===== src/rtl/llu_wb_stage_if.sv =====
// Bus between the LLU issue side, the writeback stage and the register-file write port.
// The master modport is the upstream/register-file side and the slave modport is the stage.
interface llu_wb_stage_if #(
  parameter int DATA_W = 16,
  parameter int ADDR_W = 4,
  parameter int DEPTH  = 2
);
  localparam int CW = $clog2(DEPTH) + 1;

  logic              in_valid;
  logic              in_ready;
  logic [DATA_W-1:0] in_data;
  logic [ADDR_W-1:0] in_dest;
  logic [2:0]        in_op;
  logic              in_setflag;
  logic              flush;
  logic              wb_en;
  logic [ADDR_W-1:0] wb_addr;
  logic [DATA_W-1:0] wb_data;
  logic              wb_ack;
  logic              flag_z;
  logic              flag_n;
  logic [CW-1:0]     count;

  modport master (
    output in_valid, in_data, in_dest, in_op, in_setflag, flush, wb_ack,
    input  in_ready, wb_en, wb_addr, wb_data, flag_z, flag_n, count
  );

  modport slave (
    input  in_valid, in_data, in_dest, in_op, in_setflag, flush, wb_ack,
    output in_ready, wb_en, wb_addr, wb_data, flag_z, flag_n, count
  );
endinterface


===== src/rtl/llu_wb_stage.sv =====
// LLU writeback stage: queues LLU results in a small FIFO, drives the register-file
// write port under a valid/ack handshake, and updates the Z/N flags as each result retires.
module llu_wb_stage #(
  parameter int DATA_W = 16,
  parameter int ADDR_W = 4,
  parameter int DEPTH  = 2
) (
  input logic           clk,
  input logic           rst_n,
  llu_wb_stage_if.slave bus
);
  localparam int PW = $clog2(DEPTH);
  localparam int CW = PW + 1;

  typedef enum logic {IDLE, DRIVE} state_t;

  typedef struct packed {
    logic [DATA_W-1:0] data;
    logic [ADDR_W-1:0] dest;
    logic              setflag;
  } entry_t;

  entry_t            mem [DEPTH];
  logic [PW-1:0]     rdPtr, wrPtr, rdPtrNext;
  logic [CW-1:0]     count;
  state_t            state, stateNext;
  logic [DATA_W-1:0] wbData;
  logic [ADDR_W-1:0] wbAddr;
  logic              headSetflag;
  logic              flagZ, flagN;
  logic              inReady, accept, push, retire, loadHead;
  entry_t            inEntry, loadEntry;

  assign inReady   = (count < CW'(DEPTH));
  assign accept    = bus.in_valid && inReady && !bus.flush;
  assign push      = accept && (bus.in_op != 3'b000);
  assign retire    = (state == DRIVE) && bus.wb_ack && !bus.flush;
  assign rdPtrNext = rdPtr + PW'(1);
  assign inEntry   = '{data: bus.in_data, dest: bus.in_dest, setflag: bus.in_setflag};

  always_comb begin
    stateNext = state;
    loadHead  = 1'b0;
    loadEntry = mem[rdPtr];
    case (state)
      IDLE: begin
        if (count != '0) begin
          stateNext = DRIVE;
          loadHead  = 1'b1;
        end
      end
      DRIVE: begin
        if (retire) begin
          if (count > CW'(1)) begin
            loadHead  = 1'b1;
            loadEntry = mem[rdPtrNext];
          end else if (push) begin
            // Sole queued entry retiring while a new one lands: forward it so back-to-back acks never bubble.
            loadHead  = 1'b1;
            loadEntry = inEntry;
          end else begin
            stateNext = IDLE;
          end
        end
      end
      default: stateNext = IDLE;
    endcase
    if (bus.flush) begin
      stateNext = IDLE;
      loadHead  = 1'b0;
    end
  end

  always_ff @(posedge clk or negedge rst_n) begin
    if (!rst_n) begin
      state       <= IDLE;
      count       <= '0;
      rdPtr       <= '0;
      wrPtr       <= '0;
      wbData      <= '0;
      wbAddr      <= '0;
      headSetflag <= 1'b0;
      flagZ       <= 1'b0;
      flagN       <= 1'b0;
    end else begin
      state <= stateNext;
      if (bus.flush) begin
        count <= '0;
        rdPtr <= '0;
        wrPtr <= '0;
      end else begin
        count <= count + CW'(push) - CW'(retire);
        if (push)   wrPtr <= wrPtr + PW'(1);
        if (retire) rdPtr <= rdPtrNext;
      end
      if (loadHead) begin
        wbData      <= loadEntry.data;
        wbAddr      <= loadEntry.dest;
        headSetflag <= loadEntry.setflag;
      end
      if (retire && headSetflag) begin
        flagZ <= (wbData == '0);
        flagN <= wbData[DATA_W-1];
      end
    end
  end

  always_ff @(posedge clk) begin
    if (push) mem[wrPtr] <= inEntry;
  end

  assign bus.in_ready = inReady;
  assign bus.wb_en    = (state == DRIVE);
  assign bus.wb_addr  = wbAddr;
  assign bus.wb_data  = wbData;
  assign bus.flag_z   = flagZ;
  assign bus.flag_n   = flagN;
  assign bus.count    = count;
endmodule


===== src/flat_wrapper.sv =====
// flat-port wrapper written by rule: the top's interface ports become plain ports
module llu_wb_stage_flat 
#(
  parameter int DATA_W = 16,
  parameter int ADDR_W = 4,
  parameter int DEPTH  = 2
)
  (clk, rst_n, bus_in_valid, bus_in_data, bus_in_dest, bus_in_op, bus_in_setflag, bus_flush, bus_wb_ack, bus_in_ready, bus_wb_en, bus_wb_addr, bus_wb_data, bus_flag_z, bus_flag_n, bus_count);
  llu_wb_stage_if #(.DATA_W(DATA_W), .ADDR_W(ADDR_W), .DEPTH(DEPTH)) bus_i ();
  input logic clk;
  input logic rst_n;
  input wire logic [$bits(bus_i.in_valid)-1:0] bus_in_valid;
  input wire logic [$bits(bus_i.in_data)-1:0] bus_in_data;
  input wire logic [$bits(bus_i.in_dest)-1:0] bus_in_dest;
  input wire logic [$bits(bus_i.in_op)-1:0] bus_in_op;
  input wire logic [$bits(bus_i.in_setflag)-1:0] bus_in_setflag;
  input wire logic [$bits(bus_i.flush)-1:0] bus_flush;
  input wire logic [$bits(bus_i.wb_ack)-1:0] bus_wb_ack;
  output wire logic [$bits(bus_i.in_ready)-1:0] bus_in_ready;
  output wire logic [$bits(bus_i.wb_en)-1:0] bus_wb_en;
  output wire logic [$bits(bus_i.wb_addr)-1:0] bus_wb_addr;
  output wire logic [$bits(bus_i.wb_data)-1:0] bus_wb_data;
  output wire logic [$bits(bus_i.flag_z)-1:0] bus_flag_z;
  output wire logic [$bits(bus_i.flag_n)-1:0] bus_flag_n;
  output wire logic [$bits(bus_i.count)-1:0] bus_count;
  assign bus_i.in_valid = bus_in_valid;
  assign bus_i.in_data = bus_in_data;
  assign bus_i.in_dest = bus_in_dest;
  assign bus_i.in_op = bus_in_op;
  assign bus_i.in_setflag = bus_in_setflag;
  assign bus_i.flush = bus_flush;
  assign bus_i.wb_ack = bus_wb_ack;
  assign bus_in_ready = bus_i.in_ready;
  assign bus_wb_en = bus_i.wb_en;
  assign bus_wb_addr = bus_i.wb_addr;
  assign bus_wb_data = bus_i.wb_data;
  assign bus_flag_z = bus_i.flag_z;
  assign bus_flag_n = bus_i.flag_n;
  assign bus_count = bus_i.count;
  llu_wb_stage #(.DATA_W(DATA_W), .ADDR_W(ADDR_W), .DEPTH(DEPTH)) u_core (.clk(clk), .rst_n(rst_n), .bus(bus_i));
endmodule

===== config.mk =====
export PLATFORM = sky130hd
export DESIGN_NAME = llu_wb_stage_flat
export DESIGN_NICKNAME = d
export VERILOG_FILES = /design/src/rtl/llu_wb_stage_if.sv /design/src/rtl/llu_wb_stage.sv /design/src/flat_wrapper.sv
export SDC_FILE = /design/constraint.sdc
export NUM_CORES = 1
export LEC_CHECK = 0
export BUFFER_PORTS_ARGS = -buffer_cell sky130_fd_sc_hd__buf_2
export CORE_MARGIN = 3
export CORE_UTILIZATION = 61
export DETAILED_ROUTE_END_ITERATION = 10
export PLACE_DENSITY = 0.84
export SETUP_SLACK_MARGIN = 0.5
export SLEW_MARGIN = 10
export SYNTH_ARGS = -nofsm -noshare
export SYNTH_HDL_FRONTEND = slang
export SYNTH_SLANG_ARGS = --single-unit

===== constraint.sdc =====
create_clock -name clk -period 4.5 [get_ports clk]
set_clock_uncertainty 0.05 [all_clocks]
set_input_delay 0.225 -clock clk [delete_from_list [all_inputs] [get_ports clk]]
set_output_delay 0.225 -clock clk [all_outputs]
set_load 0.005 [all_outputs]

Word level (Yosys, flattened, before mapping)
Memory sizes are Yosys's and may differ from the RTL's.
Index checks and enable logic that the tools add are counted.
Storage, ports and cells
  word-level logic and storage cells: 48
  memories: 1
  register bits after elaboration: 28
  output and inout port bits: 26
  RAM bits: 42
Cells by class
  add/sub/neg operators: 4
  bitwise gates (word level): 1
  mux-type cells: 19
  order comparisons: 2
  reduce and logical (&&, ||, !) cells: 12
Memory list
  u_core.mem: depth 2, width 21, read ports 2, clocked after memory_dff 0, write ports 1, line llu_wb_stage.sv:23  | entry_t mem [DEPTH];
Operator list (count)
  21-bit 2-to-1 mux: 4
  16-bit logical NOT: 1
  1-bit 2-to-1 mux: 12
  1-bit logical AND: 6
  2-bit nonzero test: 3
  1-bit one-hot mux with 2 select lines: 2
  3-bit nonzero test: 1
  1-bit adder (second input constant): 2
  2-bit by 1-bit adder with 2-bit output: 1
  2-bit by 1-bit > comparator with 1-bit output (second input constant): 1
  2-bit less-than comparator (second input constant): 1
  2-bit 2-to-1 mux: 1
  2-bit by 1-bit subtractor with 2-bit output: 1
  1-bit logical NOT: 1
  1-bit inverter: 1

Logic depth before layout (Yosys ltp)
  depth in word-level cells: 9
  mapped depth: 8
  depth with buffers taken out: 8

Least setup slack after synthesis
OpenSTA, ideal clock, no wires.
  path kind: register to register
  start point: register u_core.count[1] (netlist: u_core.bus.count[1])
  end point: memory u_core.mem[0][0] (netlist bit), enable pin
  path buffers: 1
  required time: 4.024 ns
  slack: 1.551 ns
  setup time: 0.426 ns
  arrival: 2.474 ns
  cell stages (with the launch flop): 5
  cells stage by stage: dfrtp_1 inv_1 or2b_4 buf_4 nor3_1
On the way
  cells in the longest elaborated chain, start to end: 6
RTL lines
  from (decl): line llu_wb_stage.sv:25  | logic [CW-1:0] count;
  from (signal assigned): line llu_wb_stage.sv:92  | count <= count + CW'(push) - CW'(retire);
  2-bit less-than comparator: line llu_wb_stage.sv:34  | assign inReady = (count < CW'(DEPTH));
  named net bus_in_ready: line flat_wrapper.sv:19  | output wire logic [$bits(bus_i.in_ready)-1:0] bus_in_ready;
  1-bit logical AND (2 in a row): line llu_wb_stage.sv:35  | assign accept = bus.in_valid && inReady && !bus.flush;
  1-bit logical AND: line llu_wb_stage.sv:36  | assign push = accept && (bus.in_op != 3'b000);
  1-bit 2-to-1 mux: line llu_wb_stage.sv:109  | if (push) mem[wrPtr] <= inEntry;
  1-bit 2-to-1 mux (not written as such): line llu_wb_stage.sv:109
  to (decl): line llu_wb_stage.sv:23
The timed path passes the listed nets, and every way through them passes these cells.

Final worst setup path
  start point: register u_core.state (netlist: u_core.bus.wb_en)
  end point: register u_core.headSetflag
On the way
  cells in the longest elaborated chain, start to end: 5
  elaborated cells on any way between the ends: 8
RTL lines
  from (decl): line llu_wb_stage.sv:26  | state_t state, stateNext;
  from (signal assigned): line llu_wb_stage.sv:86  | state <= stateNext;
  1-bit logical AND (2 in a row): line llu_wb_stage.sv:37  | assign retire = (state == DRIVE) && bus.wb_ack && !bus.flush;
  1-bit 2-to-1 mux: line llu_wb_stage.sv:53  | if (retire) begin
  1-bit one-hot mux with 2 select lines: line llu_wb_stage.sv:45  | case (state)
  1-bit 2-to-1 mux: line llu_wb_stage.sv:68  | if (bus.flush) begin
  to (signal assigned): line llu_wb_stage.sv:99  | headSetflag <= loadEntry.setflag;
  to (decl): line llu_wb_stage.sv:29  | logic headSetflag;
Parallel ways exist; a longest one is shown, timed or not.
A chain may end at the register's enable or synchronous reset.

==> summary by stage <==
Run status
The flow ran to the end, and the final reports show no timing, DRC or antenna violations.

Setup path
The worst setup path is launched from a flop. The arrival time at the worst endpoint is 2810 ps. For the worst flop-to-flop path, the logic depth is 5. The kind of capture point of the worst setup path is a flop. The setup path with the least slack is of type reg2reg. In this run the worst path has a maximum fanout of 24.

The setup check on the worst reg-to-reg path leaves a slack of around 1900 ps. The startpoint of the worst register-to-register path is u_core.bus.wb_en. The signal on the critical path passes through nand3b_4, nor2_4, buf_4, a2111oi_4, o31ai_2. The worst register-to-register path ends at u_core.headSetflag. STA puts the critical path data required time at 4690 ps. Together, buffers and inverters on the worst path number 1.

The largest individual stage delay along the critical path comes from the cell nor2_4. The cell family with the largest share of critical-path delay is simple AND/OR/NAND/NOR gates. For this run, the slowest stage of the critical path takes 830 ps.

STA
The final period demand of the worst path is 2610 ps. The number of endpoints with negative hold slack in the final report was 0. Setup repair after global routing left no endpoint under its margin. Final hold analysis gives a worst-case slack of 28.2 ps.

The transition time of the tightest slew-check pin is between 1000 and 1500 ps. The relative max-transition margin is 0.266. In the finished design, the share of the clock period the worst path needs comes to 0.580.

Setup total negative slack on the finished layout was measured at 0 ps. The count of endpoints failing setup in the final report is 0. The highest attainable clock frequency is 0.383 GHz. The max-slew violation count is 0.

Floorplan
The die boundary width is just under 90 µm. The core region is 0.00610 mm². The I/O pin count is 55. The row count is 28. The initial utilization of the core area, before any placement, comes to 0.650. The floorplan die height is 86.6 µm. The area enclosed by the die boundary is 0.00750 mm².

Route
The first detailed-routing pass ran for 5 iterations. The first routing iteration left 156 violations. The count of antenna-violating nets left after detailed routing is 0. Wires add up to 8.39 mm. In the routed layout, each cell is associated on average with a via count of ~6.4. The DRC violation count after routing is 0. The routed length per instance is between 20 and 25 µm. The total number of vias is 2,606.

Global route
In the global route stage, overall resource usage came out at 0.238. The global-route wire length before repair is 13.6 mm. Global routing finished with a remaining overflow of 0. The via count of the first global-routing pass was 2,681. The largest net degree at the start of global routing is 64.

The initial antenna violation count is 0.

Logic synthesis
The mapped netlist covers 0.00396 mm². The share of synthesized area in the top cell type comes to 0.318. The most frequently used flop master after synthesis is edfxtp_1. Of the synthesized area, sequential elements account for 0.495. The post-synthesis net count is 315. Yosys printed 0 warnings. The biggest area consumer among synthesized cells is edfxtp_1. The async set-reset flop share out of synthesis is 0.400.

A synthesized cell averages 14.0 µm². The number of flip-flops and latches in the synthesized netlist is 70. Synthesis produced a netlist whose cell count is 284.

After synthesis, the cell types taking the most area are edfxtp_1, dfrtp_1, a2111oi_4, o31ai_2, mux2i_1. The number of distinct library cells after synthesis is 42. In this run, synthesis inferred between 40 and 50 flip-flops with an integrated enable.

Final layout
In the final layout, the multi-input gates occupy 0.00178 mm². The number of antenna diodes in the final layout is 0. The finished cells cover 0.00436 mm². Fill cells in the final layout number 430. The area growth from synthesis to layout is 10.0%. For this run, the post-layout net count is between 300 and 400. In the final layout, the share of cells above drive strength 1 is 0.365. Leaving out fill and tap cells, the most frequent cells in the layout are buf_2, nand2_1, edfxtp_1, dfrtp_1, mux2i_1. Leaving out filler cells and counting taps, the final layout contains a little over 400. The sequential cell area is 0.00197 mm². The commonest non-fill, non-tap cell in the layout is buf_2.

Placed design
After legalization and detailed placement, the total HPWL measured 5.29 mm. The number of port buffers is 54. The final estimated routing congestion in global placement is 0.836. In this run, placement finished with an instance count of 392. The cell area reported after detailed placement is 0.00415 mm².

Clock tree
The clock reaches the later pin of the worst-skew pair after between 300 and 400 ps. The tree is rooted in a clkbuf_8. Clock-pin slew was measured on the worst setup and hold paths at about 80 ps. Buffers added to address setup during post-CTS repair amount to 0. The number of clock buffers added by TritonCTS is 9. The TritonCTS clock tree is yes. No sink is reached through more buffers than the 2 on the longest clock path. The sink count of the clock tree is 70. The post-CTS resize count is 0. The number of hold buffers added after CTS was 1. The number of H-tree levels is 3.

Hold path
The tightest min-delay check is of the in2reg type. The hold-critical path endpoint is u_core.mem[0][7]. The worst hold path cell count is 1. The startpoint of the tightest hold check path is bus_in_data[2].

Flow run
The tool flagged a number of max-cap violations equal to 0.

Pwr
Power spread over the standard cell area amounts to ~450 mW/mm². The worst-case IR drop observed on VDD is 0.268 mV. The leakage power of the design is 1.60 nW.

The power consumption is 1.97 mW.
[Yosys cell counts (2+ instances only)]
master / instances
nand2_1: 45
nor2_1: 5
buf_2: 10
o31ai_2: 20
xor2_1: 2
o21ai_0: 3
mux2i_1: 22
dfrtp_1: 28
nor4_1: 4
ha_1: 2
buf_12: 3
buf_4: 5
edfxtp_1: 42
buf_6: 4
o311ai_0: 2
o311ai_1: 19
inv_1: 4
nor2b_1: 21
a2111oi_4: 19
xnor2_1: 2
[registers in the layout, indices dropped and copies added, names as in the netlist]
name,cells
u_core.bus.wb_addr,4
u_core.wrPtr,1
u_core.bus.flag_n,1
u_core.bus.flag_z,1
u_core.mem,42
u_core.headSetflag,1
u_core.bus.wb_en,1
u_core.bus.wb_data,16
u_core.rdPtr,1
u_core.bus.count,2
[worst max-delay path by stage]
stage                        start                    end  slack (ps)  cells past startpoint
3_5_place_dp      u_core.bus.wb_en     u_core.headSetflag        1910                      5
2_1_floorplan  u_core.bus.count[1]       u_core.mem[0][0]        1550                      4
5_1_grt           u_core.bus.wb_en  u_core.bus.wb_data[0]        1790                      5
3_3_place_gp      u_core.bus.wb_en  u_core.bus.wb_addr[1]        2070                      5
6_report          u_core.bus.wb_en     u_core.headSetflag        1890                      5
4_1_cts           u_core.bus.wb_en     u_core.headSetflag        1880                      5
[stage by stage]
stage / setup slack, ps / util
2_1_floorplan: 1550 / -
3_3_place_gp: 2070 / 0.681
3_5_place_dp: 1910 / 0.681
4_1_cts: 1880 / 0.715
5_1_grt: 1790 / 0.715
6_report: 1890 / 0.715
[layer usage]
metal  share of wire  vias to the layer above  wire length (µm)  global-route usage
met5               0                        -                 0                   0
met4           0.013                        0               111              0.0949
met3           0.070                       15               585              0.0390
met2            0.51                      103              4270               0.407
met1            0.41                     1295              3420               0.301
li1                -                     1193                 -                   -
[worst reg2reg max path, cell delays in order, from the launching register on]
cell and delay (ps):
dfrtp_1 530, nand3b_4 350, nor2_4 830, buf_4 380, a2111oi_4 80, o31ai_2 280
[layout make-up]
class                   instances  area share
flip-flops and latches         70       0.451
multi-input cells             185       0.408
repair buffers                 59      0.0712
clock buffers                  14      0.0419
well taps                      75      0.0215
inverters                       4     0.00344
clock inverters                 2     0.00316
[where the power goes]
part	leakage (nW)	switching [mW]	internal, mW	total [mW]
registers	0.739	0.136	0.804	0.939
logic	0.755	0.282	0.256	0.538
clock network	0.103	0.234	0.261	0.495
total	1.60	0.652	1.32	1.97
[logic make-up (layout without fill, tap and decap cells)]
family                   count (synthesis)  in the layout  synth area share
AND/OR/NAND/NOR                         87             87             0.112
XOR/XNOR                                 4              4           0.00884
AO/OA/AOI/OAI                           69             69             0.261
multiplexers                            23             23            0.0584
flip-flops                              70             70             0.495
adder cells (fa/ha/maj)                  2              2           0.00631
buffers and inverters                   29             79            0.0584
(Power assumes the default switching activity.)
